<file path="src/rtl/awg_sweep_ctrl_if.sv">
`default_nettype none
// ==========================================================================
// awg_sweep_ctrl_if : control/status bundle between host regs and sweeper.
// Rev 1.0
// ==========================================================================
interface awg_sweep_ctrl_if #(
   parameter int PHASE_WIDTH = 32,
   parameter int DWELL_WIDTH = 16
);
   logic                   start;
   logic                   abort;
   logic                   continuous;
   logic [PHASE_WIDTH-1:0] Fre_start;
   logic [PHASE_WIDTH-1:0] Fre_stop;
   logic [PHASE_WIDTH-1:0] Fre_step;
   logic [DWELL_WIDTH-1:0] dwell;
   logic [PHASE_WIDTH-1:0] Fre_word;
   logic                   busy;
   logic                   done;
   logic                   sweep_sync;

   modport master (
      output start, abort, continuous, Fre_start, Fre_stop, Fre_step, dwell,
      input  Fre_word, busy, done, sweep_sync
   );

   modport slave (
      input  start, abort, continuous, Fre_start, Fre_stop, Fre_step, dwell,
      output Fre_word, busy, done, sweep_sync
   );
endinterface
`default_nettype wire

</file>
<file path="src/rtl/awg_sweep_ctrl.sv">
`default_nettype none
// ==========================================================================
// awg_sweep_ctrl : linear frequency-sweep sequencer for one AWG channel.
// Define SWEEP_BIDIR_EN for up/down passes.               Rev 1.0
// ==========================================================================
module awg_sweep_ctrl #(
   parameter int PHASE_WIDTH = 32,
   parameter int DWELL_WIDTH = 16
) (
   input  logic            clk_in,
   input  logic            RST,
   awg_sweep_ctrl_if.slave bus
);
   localparam logic [1:0] S_IDLE = 2'd0;
   localparam logic [1:0] S_RUN  = 2'd1;
`ifdef SWEEP_BIDIR_EN
   localparam logic [1:0] S_DOWN = 2'd2;
`endif

   logic [1:0]             state, state_nxt;
   logic [PHASE_WIDTH-1:0] start_q, stop_q, step_q;
   logic [PHASE_WIDTH-1:0] word, word_nxt, up_next;
   logic [PHASE_WIDTH:0]   up_sum;
   logic [DWELL_WIDTH-1:0] hold_q, cnt, cnt_nxt, dwell_m1;
   logic                   cont_q, degen_q;
   logic                   done_r, done_nxt, sync_r, sync_nxt;
   logic                   launch, expire, up_more, pass_end;

   assign launch   = (state == S_IDLE) && bus.start && !bus.abort;
   assign dwell_m1 = (bus.dwell == '0) ? '0 : bus.dwell - DWELL_WIDTH'(1);
   assign expire   = (cnt == '0);
   // Sum carries into bit PHASE_WIDTH so an overflowing step clamps to stop.
   assign up_sum   = {1'b0, word} + {1'b0, step_q};
   assign up_next  = (up_sum > {1'b0, stop_q}) ? stop_q : up_sum[PHASE_WIDTH-1:0];
   assign up_more  = !degen_q && (word < stop_q);

`ifdef SWEEP_BIDIR_EN
   logic [PHASE_WIDTH:0]   dn_diff;
   logic [PHASE_WIDTH-1:0] dn_next;
   logic                   dn_more;
   assign dn_diff  = {1'b0, word} - {1'b0, step_q};
   assign dn_next  = (dn_diff[PHASE_WIDTH] || (dn_diff[PHASE_WIDTH-1:0] < start_q))
                     ? start_q : dn_diff[PHASE_WIDTH-1:0];
   assign dn_more  = (word > start_q);
   // A non-degenerate up leg turns around rather than ending the pass.
   assign pass_end = (state == S_RUN) ? (!up_more && degen_q) : !dn_more;
`else
   assign pass_end = !up_more;
`endif

   always_ff @(posedge clk_in) begin
      if (RST) state <= S_IDLE;
      else     state <= state_nxt;
   end

   always_comb begin
      state_nxt = state;
      case (state)
         S_IDLE: if (launch) state_nxt = S_RUN;
         default: begin
            if (bus.abort) begin
               state_nxt = S_IDLE;
            end else if (expire) begin
               if (pass_end)
                  state_nxt = cont_q ? S_RUN : S_IDLE;
`ifdef SWEEP_BIDIR_EN
               else
                  state_nxt = (state == S_RUN && up_more) ? S_RUN : S_DOWN;
`endif
            end
         end
      endcase
   end

   always_comb begin
      word_nxt = word;
      cnt_nxt  = cnt;
      done_nxt = 1'b0;
      sync_nxt = 1'b0;
      if (launch) begin
         word_nxt = bus.Fre_start;
         cnt_nxt  = dwell_m1;
         sync_nxt = 1'b1;
      end else if (state != S_IDLE && !bus.abort) begin
         if (!expire) begin
            cnt_nxt = cnt - DWELL_WIDTH'(1);
         end else if (pass_end) begin
            if (cont_q) begin
               word_nxt = start_q;
               cnt_nxt  = hold_q;
               sync_nxt = 1'b1;
            end else begin
               done_nxt = 1'b1;
            end
         end else begin
            cnt_nxt = hold_q;
`ifdef SWEEP_BIDIR_EN
            word_nxt = (state == S_RUN && up_more) ? up_next : dn_next;
`else
            word_nxt = up_next;
`endif
         end
      end
   end

   always_ff @(posedge clk_in) begin
      if (RST) begin
         word    <= '0;
         cnt     <= '0;
         done_r  <= 1'b0;
         sync_r  <= 1'b0;
         start_q <= '0;
         stop_q  <= '0;
         step_q  <= '0;
         hold_q  <= '0;
         cont_q  <= 1'b0;
         degen_q <= 1'b0;
      end else begin
         word   <= word_nxt;
         cnt    <= cnt_nxt;
         done_r <= done_nxt;
         sync_r <= sync_nxt;
         if (launch) begin
            start_q <= bus.Fre_start;
            stop_q  <= bus.Fre_stop;
            step_q  <= bus.Fre_step;
            hold_q  <= dwell_m1;
            cont_q  <= bus.continuous;
            degen_q <= (bus.Fre_step == '0) || (bus.Fre_start >= bus.Fre_stop);
         end
      end
   end

   assign bus.Fre_word   = word;
   assign bus.busy       = (state != S_IDLE);
   assign bus.done       = done_r;
   assign bus.sweep_sync = sync_r;
endmodule
`default_nettype wire
</file>
<file path="src/flat_wrapper.sv">
// flat-port wrapper written by rule: the top's interface ports become plain ports
module awg_sweep_ctrl_flat 
#(
   parameter int PHASE_WIDTH = 32,
   parameter int DWELL_WIDTH = 16
)
  (clk_in, RST, bus_start, bus_abort, bus_continuous, bus_Fre_start, bus_Fre_stop, bus_Fre_step, bus_dwell, bus_Fre_word, bus_busy, bus_done, bus_sweep_sync);
  awg_sweep_ctrl_if #(.PHASE_WIDTH(PHASE_WIDTH), .DWELL_WIDTH(DWELL_WIDTH)) bus_i ();
  input  logic clk_in;
  input  logic RST;
  input wire logic [$bits(bus_i.start)-1:0] bus_start;
  input wire logic [$bits(bus_i.abort)-1:0] bus_abort;
  input wire logic [$bits(bus_i.continuous)-1:0] bus_continuous;
  input wire logic [$bits(bus_i.Fre_start)-1:0] bus_Fre_start;
  input wire logic [$bits(bus_i.Fre_stop)-1:0] bus_Fre_stop;
  input wire logic [$bits(bus_i.Fre_step)-1:0] bus_Fre_step;
  input wire logic [$bits(bus_i.dwell)-1:0] bus_dwell;
  output wire logic [$bits(bus_i.Fre_word)-1:0] bus_Fre_word;
  output wire logic [$bits(bus_i.busy)-1:0] bus_busy;
  output wire logic [$bits(bus_i.done)-1:0] bus_done;
  output wire logic [$bits(bus_i.sweep_sync)-1:0] bus_sweep_sync;
  assign bus_i.start = bus_start;
  assign bus_i.abort = bus_abort;
  assign bus_i.continuous = bus_continuous;
  assign bus_i.Fre_start = bus_Fre_start;
  assign bus_i.Fre_stop = bus_Fre_stop;
  assign bus_i.Fre_step = bus_Fre_step;
  assign bus_i.dwell = bus_dwell;
  assign bus_Fre_word = bus_i.Fre_word;
  assign bus_busy = bus_i.busy;
  assign bus_done = bus_i.done;
  assign bus_sweep_sync = bus_i.sweep_sync;
  awg_sweep_ctrl #(.PHASE_WIDTH(PHASE_WIDTH), .DWELL_WIDTH(DWELL_WIDTH)) u_core (.clk_in(clk_in), .RST(RST), .bus(bus_i));
endmodule
</file>
<file path="config.mk">
export PLATFORM = sky130hd
export DESIGN_NAME = awg_sweep_ctrl_flat
export DESIGN_NICKNAME = d
export VERILOG_FILES = /design/src/rtl/awg_sweep_ctrl_if.sv /design/src/rtl/awg_sweep_ctrl.sv /design/src/flat_wrapper.sv
export SDC_FILE = /design/constraint.sdc
export NUM_CORES = 1
export LEC_CHECK = 0
export ABC_AREA = 1
export BUFFER_PORTS_ARGS = -buffer_cell sky130_fd_sc_hd__buf_2
export CAP_MARGIN = 20
export CORE_AREA = 4 4 167 137
export CTS_CLUSTER_SIZE = 12
export DETAILED_ROUTE_END_ITERATION = 10
export DIE_AREA = 0 0 171 141
export PLACE_DENSITY_LB_ADDON = 0.15
export SLEW_MARGIN = 20
export SYNTH_ARGS = -nofsm -noshare
export SYNTH_HDL_FRONTEND = slang
export SYNTH_SLANG_ARGS = --single-unit
</file>
<file path="constraint.sdc">
create_clock -name clk_in -period 4 [get_ports clk_in]
set_input_delay 0.6 -clock clk_in [delete_from_list [all_inputs] [get_ports clk_in]]
set_output_delay 0.6 -clock clk_in [all_outputs]
set_load 0.01 [all_outputs]
</file>
==> results.cfg <==
[logic_synthesis]
synth.avg_cell_area_um2 = 6.85
ys_seq_elements = 165
yosys_warnings = 0
synth_fp_nets = 1921
syn_area_um2 = 11500
syn-instance-count = 1673
yosysUniqueCellTypes = 54
ys_seq_area_frac = 0.288

[pwr]
leakagePower_nw = 6.69
switching_share = 0.370
p_clk_frac = 0.301
ir_worst_vdd_mv = 0.244
switchingPower_mw = 1.95
pwr-share-comb = 0.348
p_per_area_nw_per_um2 = 379
p_seq_frac = 0.351
p_int_mw = 3.32

[worst_setup_path]
path_max_fanout = 17
required_ns = 4.29
setup.worst_path.class = reg2reg
path_common_cell = nand2_2
reg2regPathDepth = 28
max_stage_delay_ns = 0.38
cp.depth = 28
path_delay_family = simple AND/OR/NAND/NOR gates
critical_path_buf_inv_count = 2
crit_arrival_ns = 4.32
cp_slowest_cell = fa_2
startpoint_type = flop
end_kind = flop

[clock_tree]
htreeDepth = 4
insertion_delay_ns = 0.44
clockBufferDepth = 2
clk_pin_slew_ns = 0.07
cts_root_buffer = clkbuf_16
cts_made_buffers = 17
cts_sinks = 165
cts_tree = yes

[layout]
mostFrequentLayoutCell = nand2_1
synthToLayoutAreaGrowth_pct = 21.3
final_cell_mix = nand2_1 (315), a21oi_1 (186), inv_1 (166), nor2_1 (160), dfxtp_1 (154)
layout-drive-gt1-share = 0.201
nets = 2090

[die]
start_util = 0.539
die_width_um = 171
ios = 152
num_rows = 48
dieArea_um2 = 24100
core_um2 = 21300
die_h_um = 141

[flow_run]
drv_cap = 0

[route]
antenna_left = 0
vias_per_cell = 5.75
initialDrtViolationCount = 1384
first_pass_iters = 7
routed-via-count = 12200
routedWlPerCell_um = 18.1
drc = 0
finalWirelength_mm = 38.6

[timing]
finalSetupViolations = 11
tightest_slew_ns = 0.961
final_max_slew_viol_count = 0
period_minus_slack_ns = 4.04
finalSetupTns_ns = -0.190
fin_ws_ns = -0.0365
fmaxAchievable_mhz = 248
max-slew-margin-rel = 0.359
finalHoldViolCount = 0
finalClockSkew_ns = 0.0151
rsz0062_at_grt = yes
min_period_over_period = 1.01

[global_routing]
gr-total-overflow = 0
grt_start_max_net_pins = 75
antenna_found_initial = 0
grt_pass1_vias = 11200
grt_pass1_wl_mm = 58.4
grtUsageTotal = 0.302

[placement]
dp_hpwl_mm = 28.0
place_congestion = 0.974
dp_slack_ns = -0.146
port_buffers = 151

[hold_path]
whs_path_depth = 3
hold_class = in2reg

[run_status]
status = finished, violations left
violations = setup timing
==> cell families after synthesis <==
| logic type | after synthesis | synth area share |
|---|---|---|
| xor+xnor | 45 | 0.0344 |
| flops | 165 | 0.288 |
| fa+ha+maj | 131 | 0.144 |
| compound gates | 401 | 0.191 |
| simple gates | 690 | 0.261 |
| buf+inv | 241 | 0.0819 |
==> routing by layer <==
| metal | vias to the layer above | global-route usage | part of all wire |
|---|---|---|---|
| met5 | - | 0 | 0 |
| li1 | 5954 | - | - |
| met3 | 91 | 0.0827 | 0.11 |
| met2 | 623 | 0.433 | 0.41 |
| met4 | 0 | 0.0729 | 0.027 |
| met1 | 5579 | 0.449 | 0.45 |
==> area by class of cell <==
| type | instances | area [um^2] |
|---|---|---|
| multi-input cells | 1269 | 7710 |
| inverters | 178 | 668 |
| well taps | 275 | 344 |
| repair buffers | 211 | 1310 |
| clock inverters | 11 | 92.6 |
| fillers | 1961 | 7350 |
| flip-flops and latches | 165 | 3320 |
| diodes | 1 | 2.50 |
| clock buffers | 20 | 457 |
==> synthesized netlist by cell type, drive strengths merged <==
library cell / count / share of area
nand2: 330 / 0.11
a21oi: 201 / 0.088
inv: 176 / 0.058
nor2: 170 / 0.057
dfxtp: 165 / 0.29
o21ai: 132 / 0.058
ha: 130 / 0.14
nand3: 108 / 0.049
clkbuf: 49 / 0.016
xor2: 30 / 0.023
nand4: 23 / 0.013
a21boi: 19 / 0.012
or2: 18 / 0.0098
nor3: 17 / 0.0079
nor4: 15 / 0.0087
xnor2: 15 / 0.011
buf: 14 / 0.0075
a31oi: 11 / 0.0060
a21o: 8 / 0.0052
o21bai: 6 / 0.0039
o21a: 5 / 0.0033
a211oi: 4 / 0.0026
a32o: 3 / 0.0026
and3: 3 / 0.0016
nand3b: 3 / 0.0020
o31ai: 3 / 0.0020
and2: 2 / 0.0011
clkinv: 2 / 0.00066
o211ai: 2 / 0.0013
a2111oi: 1 / 0.00076
a221oi: 1 / 0.00076
a31o: 1 / 0.00076
a41oi: 1 / 0.00076
fa: 1 / 0.0017
nor4b: 1 / 0.0013
o221a: 1 / 0.00098
o221ai: 1 / 0.00076
o41ai: 1 / 0.00076
==> what timing repair did <==
action                     in CTS  in global routing
pin swaps                       0                 42
cloned                          0                  3
setup endpoints to repair      30                 32
buffers inserted                1                 23
hold buffers                    0                  0
resized for setup               5                109
==> path summary, 6_finish.rpt <==
check                startpoint  slack [ns]                       to
max            u_core.step_q[0]       -0.04  u_core.bus.Fre_word[29]
min              bus_continuous        0.39            u_core.cont_q
max reg2reg    u_core.step_q[0]       -0.04  u_core.bus.Fre_word[29]
min reg2reg  u_core.start_q[15]        0.46       u_core.start_q[15]
==> power by group through the flow <==
stage / Sequential [mW] / Clock (mW) / Combinational (mW)
2_1_floorplan: 1.85 / 0 / 1.07
3_3_place_gp: 1.87 / 0 / 1.50
3_5_place_dp: 1.87 / 0 / 1.52
4_1_cts: 1.83 / 1.59 / 1.54
5_1_grt: 1.86 / 1.65 / 2.02
6_report: 1.85 / 1.58 / 1.83
==> registers in the layout, summed over array words and instances, names as in the netlist, 16 cells and up <==
| register | flops |
|---|---|
| u_core.cnt | 16 |
| u_core.bus.Fre_word | 32 |
| u_core.hold_q | 16 |
| u_core.start_q | 32 |
| u_core.step_q | 32 |
| u_core.stop_q | 32 |
==> through the flow <==
| step | hold WS, ns | util | area, um^2 | power, mW | std cells |
|---|---|---|---|---|---|
| global placement | 0.444 | 0.591 | 12600 | 3.36 | 2071 |
| finish | 0.392 | 0.654 | 13900 | 5.26 | 2130 |
| global route | 0.412 | 0.654 | 13900 | 5.53 | 2129 |
| floorplan | 0.436 | - | 11500 | 2.92 | 1673 |
| detailed placement | 0.448 | 0.591 | 12600 | 3.39 | 2071 |
| CTS | 0.393 | 0.619 | 13200 | 4.96 | 2103 |
==> tightest hold or removal path, cell delays in order <==
cell,delay [ns]
buf_2,0.07
nor2_1,0.04
nor2_1,0.08
(Power assumes the default switching activity.)
